===== config.mk =====
export PLATFORM = sky130hd
export DESIGN_NAME = mul_div_ctrl
export DESIGN_NICKNAME = d
export VERILOG_FILES = /design/src/rtl/mul_div_pkg.sv /design/src/rtl/mul_div_ctrl_div_iter.sv /design/src/rtl/mul_div_ctrl.sv
export SDC_FILE = /design/constraint.sdc
export NUM_CORES = 2
export LEC_CHECK = 0
export ABC_CLOCK_PERIOD_IN_PS = 2500
export CAP_MARGIN = 30
export CORE_MARGIN = 2
export CORE_UTILIZATION = 40
export CTS_BUF_LIST = sky130_fd_sc_hd__clkbuf_8
export CTS_CLUSTER_DIAMETER = 40
export DETAILED_ROUTE_END_ITERATION = 8
export GPL_ROUTABILITY_DRIVEN = 0
export HOLD_SLACK_MARGIN = 0.08
export PLACE_DENSITY = 0.62
export SYNTH_ARGS = -nofsm -noshare
export SYNTH_HDL_FRONTEND = slang
export SYNTH_SLANG_ARGS = --single-unit

===== constraint.sdc =====
create_clock -name clk -period 2.5 [get_ports clk]
set_clock_uncertainty 0.2 [all_clocks]
set_input_delay 0.25 -clock clk [delete_from_list [all_inputs] [get_ports clk]]
set_output_delay 0.25 -clock clk [all_outputs]
set_load 0.02 [all_outputs]

===== src/rtl/mul_div_pkg.sv =====
// mul_div_pkg
//   Shared definitions for the HI/LO multiply/divide controller:
//   operation encoding, controller state encoding and the divider
//   iteration-counter width helper.
package mul_div_pkg;

  typedef enum logic [2:0] {
    OP_MULT  = 3'd0,
    OP_MULTU = 3'd1,
    OP_DIV   = 3'd2,
    OP_DIVU  = 3'd3,
    OP_MTHI  = 3'd4,
    OP_MTLO  = 3'd5,
    OP_MFHI  = 3'd6,
    OP_MFLO  = 3'd7
  } op_t;

  typedef enum logic [1:0] {
    ST_IDLE = 2'd0,
    ST_MUL  = 2'd1,
    ST_DIV  = 2'd2
  } state_t;

  localparam int DATA_W_DEF = 32;

  // The iteration counter must hold the value DATA_W itself.
  function automatic int div_iter_w(input int data_w);
    return $clog2(data_w + 1);
  endfunction

  localparam int DIV_ITER_W = div_iter_w(DATA_W_DEF);

endpackage


===== src/rtl/mul_div_ctrl_div_iter.sv =====
// div_iter
//   Radix-2 restoring divider. A start pulse loads the operand magnitudes;
//   DATA_W iterations follow, then one sign-fix cycle in which done=1 and
//   quotient/remainder carry the final, sign-corrected values. kill
//   abandons the operation at the next edge.
//
//   Ports
//     clk, resetn          clock, asynchronous active-low reset
//     start                load operands and begin (one cycle)
//     signed_mode          1: two's-complement divide, 0: unsigned
//     kill                 abandon the operation in progress
//     dividend, divisor    operands, sampled on start
//     done                 high for the single sign-fix cycle
//     quotient, remainder  results, valid while done=1
module div_iter
  import mul_div_pkg::*;
#(
  parameter int DATA_W = 32
) (
  input  logic              clk,
  input  logic              resetn,
  input  logic              start,
  input  logic              signed_mode,
  input  logic              kill,
  input  logic [DATA_W-1:0] dividend,
  input  logic [DATA_W-1:0] divisor,
  output logic              done,
  output logic [DATA_W-1:0] quotient,
  output logic [DATA_W-1:0] remainder
);

  localparam int ITER_W = div_iter_w(DATA_W);
  localparam logic [ITER_W-1:0] ITER_LOAD = ITER_W'(DATA_W);

  logic              active;
  logic [ITER_W-1:0] count;
  logic [DATA_W-1:0] rem_q;
  logic [DATA_W-1:0] quo_q;
  logic [DATA_W-1:0] dvs_q;
  logic              neg_q;
  logic              neg_r;
  logic              dz_q;

  logic              a_neg;
  logic              b_neg;
  logic [DATA_W-1:0] a_mag;
  logic [DATA_W-1:0] b_mag;
  logic [DATA_W:0]   shifted;
  logic              fits;
  logic [DATA_W-1:0] diff;

  always_comb begin
    a_neg   = signed_mode & dividend[DATA_W-1];
    b_neg   = signed_mode & divisor[DATA_W-1];
    a_mag   = a_neg ? -dividend : dividend;
    b_mag   = b_neg ? -divisor : divisor;
    shifted = {rem_q, quo_q[DATA_W-1]};
    fits    = shifted >= {1'b0, dvs_q};
    // When the trial subtraction fits, the true difference is below
    // 2^DATA_W, so the low DATA_W bits of the wrapped result are exact.
    diff    = shifted[DATA_W-1:0] - dvs_q;
  end

  always_ff @(posedge clk or negedge resetn) begin
    if (!resetn) begin
      active <= 1'b0;
      count  <= '0;
      rem_q  <= '0;
      quo_q  <= '0;
      dvs_q  <= '0;
      neg_q  <= 1'b0;
      neg_r  <= 1'b0;
      dz_q   <= 1'b0;
    end else if (kill) begin
      active <= 1'b0;
      count  <= '0;
    end else if (start) begin
      active <= 1'b1;
      count  <= ITER_LOAD;
      rem_q  <= '0;
      quo_q  <= a_mag;
      dvs_q  <= b_mag;
      neg_q  <= a_neg ^ b_neg;
      neg_r  <= a_neg;
      dz_q   <= (divisor == '0);
    end else if (active) begin
      if (count != '0) begin
        count <= count - ITER_W'(1);
        rem_q <= fits ? diff : shifted[DATA_W-1:0];
        quo_q <= {quo_q[DATA_W-2:0], fits};
      end else begin
        active <= 1'b0;
      end
    end
  end

  // Sign fix happens combinationally in the terminal-count cycle.
  // A zero divisor forces an all-ones quotient; the remainder already
  // reconstructs the original dividend, including the most-negative case.
  always_comb begin
    done      = active && (count == '0);
    quotient  = dz_q ? '1 : (neg_q ? -quo_q : quo_q);
    remainder = neg_r ? -rem_q : rem_q;
  end

endmodule


===== src/rtl/mul_div_ctrl.sv =====
// mul_div_ctrl
//   HI/LO multiply/divide unit controller. Accepts one request at a time
//   while idle; MULT/MULTU complete after MUL_LAT cycles through a
//   valid/data shift pipeline, DIV/DIVU through the iterative divider.
//   MTHI/MTLO write HI/LO directly, MFHI/MFLO return HI/LO one cycle later.
//
//   Build option
//     MUL_DIV_CTRL_DIV_EN  defined: divider present. Undefined: no divider,
//                          DIV/DIVU pulse op_err and leave HI/LO unchanged.
//
//   Ports
//     clk, resetn          clock, asynchronous active-low reset
//     in_valid, in_ready   request handshake
//     op                   operation (mul_div_pkg::op_t)
//     src_a, src_b         rs / rt operands
//     flush                kill in-flight operation, block acceptance
//     out_valid, out_data  MFHI/MFLO result pulse
//     busy                 multiply or divide in progress
//     op_err               unsupported operation accepted (pulse)
//
//   state   | meaning
//   IDLE    | ready for a request
//   MUL     | multiply pipeline in flight
//   DIV     | iterative divide in flight
module mul_div_ctrl
  import mul_div_pkg::*;
#(
  parameter int DATA_W  = 32,
  parameter int MUL_LAT = 2
) (
  input  logic              clk,
  input  logic              resetn,
  input  logic              in_valid,
  output logic              in_ready,
  input  logic [2:0]        op,
  input  logic [DATA_W-1:0] src_a,
  input  logic [DATA_W-1:0] src_b,
  input  logic              flush,
  output logic              out_valid,
  output logic [DATA_W-1:0] out_data,
  output logic              busy,
  output logic              op_err
);

  state_t state;
  state_t state_nx;
  op_t    op_sel;

  logic accept;
  logic is_mul;
  logic is_div;
  logic is_mf;

  logic [2*DATA_W-1:0] ext_a;
  logic [2*DATA_W-1:0] ext_b;
  logic [2*DATA_W-1:0] product;
  logic [MUL_LAT-1:0]  pipe_v;
  logic [2*DATA_W-1:0] pipe_d [MUL_LAT];
  logic                mul_done;

  logic [DATA_W-1:0] hi;
  logic [DATA_W-1:0] lo;

  always_comb begin
    op_sel = op_t'(op);
    accept = in_valid && in_ready;
    is_mul = (op_sel == OP_MULT) || (op_sel == OP_MULTU);
    is_div = (op_sel == OP_DIV) || (op_sel == OP_DIVU);
    is_mf  = (op_sel == OP_MFHI) || (op_sel == OP_MFLO);
  end

`ifdef MUL_DIV_CTRL_DIV_EN
  logic              div_done;
  logic [DATA_W-1:0] div_q;
  logic [DATA_W-1:0] div_r;

  div_iter #(
    .DATA_W(DATA_W)
  ) u_div_iter (
    .clk        (clk),
    .resetn     (resetn),
    .start      (accept && is_div),
    .signed_mode(op_sel == OP_DIV),
    .kill       (flush),
    .dividend   (src_a),
    .divisor    (src_b),
    .done       (div_done),
    .quotient   (div_q),
    .remainder  (div_r)
  );
`endif

  // Truncated 2*DATA_W product of extended operands equals the signed
  // product when sign-extended and the unsigned one when zero-extended.
  always_comb begin
    ext_a   = (op_sel == OP_MULT) ? {{DATA_W{src_a[DATA_W-1]}}, src_a}
                                  : {{DATA_W{1'b0}}, src_a};
    ext_b   = (op_sel == OP_MULT) ? {{DATA_W{src_b[DATA_W-1]}}, src_b}
                                  : {{DATA_W{1'b0}}, src_b};
    product = ext_a * ext_b;
  end

  assign mul_done = pipe_v[MUL_LAT-1];

  always_ff @(posedge clk or negedge resetn) begin
    if (!resetn) begin
      pipe_v <= '0;
      for (int i = 0; i < MUL_LAT; i++) pipe_d[i] <= '0;
    end else begin
      pipe_v[0] <= accept && is_mul && !flush;
      pipe_d[0] <= product;
      for (int i = 1; i < MUL_LAT; i++) begin
        pipe_v[i] <= pipe_v[i-1] && !flush;
        pipe_d[i] <= pipe_d[i-1];
      end
    end
  end

  always_ff @(posedge clk or negedge resetn) begin
    if (!resetn) state <= ST_IDLE;
    else         state <= state_nx;
  end

  always_comb begin
    state_nx = state;
    case (state)
      ST_IDLE: begin
        if (accept && is_mul) state_nx = ST_MUL;
`ifdef MUL_DIV_CTRL_DIV_EN
        else if (accept && is_div) state_nx = ST_DIV;
`endif
      end
      ST_MUL: if (flush || mul_done) state_nx = ST_IDLE;
`ifdef MUL_DIV_CTRL_DIV_EN
      ST_DIV: if (flush || div_done) state_nx = ST_IDLE;
`endif
      default: state_nx = ST_IDLE;
    endcase
  end

  always_comb begin
    in_ready = (state == ST_IDLE) && !flush;
    busy     = (state != ST_IDLE);
  end

  // A flush on the completing edge discards the result.
  always_ff @(posedge clk or negedge resetn) begin
    if (!resetn) begin
      hi <= '0;
      lo <= '0;
    end else if (mul_done && !flush) begin
      {hi, lo} <= pipe_d[MUL_LAT-1];
`ifdef MUL_DIV_CTRL_DIV_EN
    end else if (div_done && !flush) begin
      lo <= div_q;
      hi <= div_r;
`endif
    end else if (accept && op_sel == OP_MTHI) begin
      hi <= src_a;
    end else if (accept && op_sel == OP_MTLO) begin
      lo <= src_a;
    end
  end

  always_ff @(posedge clk or negedge resetn) begin
    if (!resetn) begin
      out_valid <= 1'b0;
      out_data  <= '0;
      op_err    <= 1'b0;
    end else begin
      out_valid <= accept && is_mf;
      if (accept && is_mf) out_data <= (op_sel == OP_MFHI) ? hi : lo;
`ifdef MUL_DIV_CTRL_DIV_EN
      op_err <= 1'b0;
`else
      op_err <= accept && is_div;
`endif
    end
  end

endmodule


==> results.json <==
{
  "cp-start-kind": "primary input",
  "async_reset_ff_share_pct": 100,
  "fmax_ghz": 0.116,
  "core_region_area_mm2": 0.137,
  "dp_hpwl_um": 144000,
  "cpMostUsedCell": "fa_1",
  "grtUsageTotal_pct": 26.1,
  "synth-edff-count": 0,
  "die_x_um": 375,
  "die_area_mm2": 0.141,
  "area_delta_synth_final_pct": 26.1,
  "overflow": 0,
  "netlist.area_leader.share_pct": 51.6,
  "syn_area_mm2": 0.0550,
  "synthCells": 5619,
  "whs_ns": 0.143,
  "rsz0062_at_grt": "yes",
  "clk_latency_ns": 0.58,
  "path_class": "in -> reg",
  "numCtsBuffers": 31,
  "fin_ws_ns": -6.15,
  "setup_viol": 61,
  "htreeDepth": 1,
  "ys_seq_area_share_pct": 10.4,
  "yosys_warnings": 0,
  "grt_max_degree": 70,
  "cp.required_ns": 2.81,
  "rows": 136,
  "drt_iter0_drc": 2813,
  "synth_seq_cells": 229,
  "avgViaCountPerCell": 4.99,
  "min_path_type": "reg -> reg",
  "cp_max_fo": 5,
  "yosys.cell_types.count": 67,
  "antenna_found_initial": 23,
  "hold_viol_final": 0,
  "synth_fp_nets": 7421,
  "slew_violations": 0,
  "grt_first_pass_wirelength_um": 276000,
  "vias": 41000,
  "portBuffers": 106,
  "io-pin-count": 107,
  "fin_crit_sh_pct": 346,
  "max_cap_violations": 0,
  "arrival_ns": 8.96,
  "cp_slowest_cell": "fa_1",
  "synth_top_area_cell": "fa_1",
  "clock-root-buffer": "clkbuf_8",
  "drive_above_1_share_pct": 23.1,
  "grt_pass1_vias": 46600,
  "initial_core_util_pct": 40.2,
  "violations": "setup timing",
  "synthTopCellsByCount": "inv_1, fa_1, nand2_1",
  "synthFlopType": "dfrtp_1",
  "dr.pass1.iters": 8,
  "cts.clk_slew.worst_paths_ns": 0.07,
  "die_h_um": 375,
  "num-nets-final": 8180,
  "yosysMostFrequentCell": "inv_1",
  "synth_area_leaders": "fa_1, dfrtp_1, inv_1, ha_1, nand2_1",
  "cts_tree": "done",
  "status": "finished, violations left",
  "drt-total-wl_um": 178000,
  "synth_area_per_cell_um2": 9.79,
  "wl_per_cell_um": 21.7,
  "period_needed_ns": 8.65,
  "tightest_slew_ns": 0.565,
  "clockBufferDepth": 3,
  "postRouteAntennaNets": 0,
  "clock-sinks": 229,
  "slew_headroom_pct": 62.3,
  "slowest_delay_ns": 0.61,
  "drc_errors": 0,
  "end_kind": "register"
}
-- layout by cell type (no fill, tap or decap), types with 79 or more instances in the layout --
| cell | count |
|---|---|
| and2_1 | 390 |
| buf_12 | 109 |
| buf_4 | 666 |
| buf_6 | 106 |
| dfrtp_1 | 229 |
| fa_1 | 1335 |
| fa_2 | 82 |
| ha_1 | 245 |
| inv_1 | 1413 |
| inv_2 | 79 |
| mux2i_1 | 98 |
| nand2_1 | 746 |
| o21ai_0 | 108 |
-- cell type report --
type	count	area (um2)
clock inverters	13	66.3
flip-flops and latches	229	5730
well taps	1794	2240
repair buffers	1007	10000
inverters	1487	5580
fillers	12300	67600
multi-input cells	3622	45200
diodes	11	27.5
clock buffers	42	578
-- registers in the layout (all words and copies together), names as in the netlist --
register and cells:
hi 32, lo 32, op_err 1, out_data 32, out_valid 1, pipe_d 128, pipe_v 2, state 1
-- worst paths after layout --
kind / from / endpoint / slack (ns) / cells past startpoint
worst max-delay path: op[0] / pipe_d[126]$_DFF_PN0_ / -6.15 / 34
worst min-delay path: pipe_d[115]$_DFF_PN0_ / pipe_d[51]$_DFF_PN0_ / 0.14 / 0
worst max register to register: state[0]$_DFFE_PN0P_ / lo[28]$_DFFE_PN0P_ / 0.65 / 6
worst min register to register: pipe_d[115]$_DFF_PN0_ / pipe_d[51]$_DFF_PN0_ / 0.14 / 0
max in group asynchronous: resetn / pipe_d[10]$_DFF_PN0_ / 0.74 / 4
min in group asynchronous: resetn / out_data[6]$_DFFE_PN0P_ / 0.56 / 3
-- per-stage QoR --
stage	TNS [ns]	utilization (%)	cells	setup WS, ns	instance area, um2
after floorplan	-273.95	-	5619	-6.32	56900
after global placement	-347.20	47.1	7961	-7.20	64500
after detailed placement	-350.96	47.1	7961	-7.27	64500
after CTS	-287.59	49.7	8149	-6.01	68100
after global routing	-301.66	50.7	8201	-6.42	69400
final	-290.65	50.7	8205	-6.15	69400
-- routing by layer --
metal	vias up	track usage, %	routed length, um
li1	17600	-	-
met1	21400	32.0	66600
met2	1452	44.5	86200
met3	459	3.99	12800
met4	12	14.0	12400
met5	-	0	68
-- worst max-delay path, delay by kind of cell --
kind	cells	cell delay (ns)
compound gates	6	1.16
fa+ha+maj	11	5.40
buf+inv	10	0.92
simple gates	7	1.18
-- repair_timing --
action	in CTS	in global routing
gates resized for setup	447	303
endpoints found under the hold margin	245	1
cloned	20	3
hold buffers	12	1
endpoints found under the setup margin	61	61
pin swaps	247	267
setup buffers	112	68
-- kinds of logic after synthesis --
family,share of synthesized area [%]
adder cells (fa/ha/maj),58.7
AND/OR/NAND/NOR,11.7
flip-flops,10.4
multiplexers,1.82
buffers and inverters,12.1
XOR/XNOR,1.85
AO/OA/AOI/OAI,3.42
Power is not shown: default switching activity piles up to over one toggle a cycle in this logic, so the estimate is an artifact.
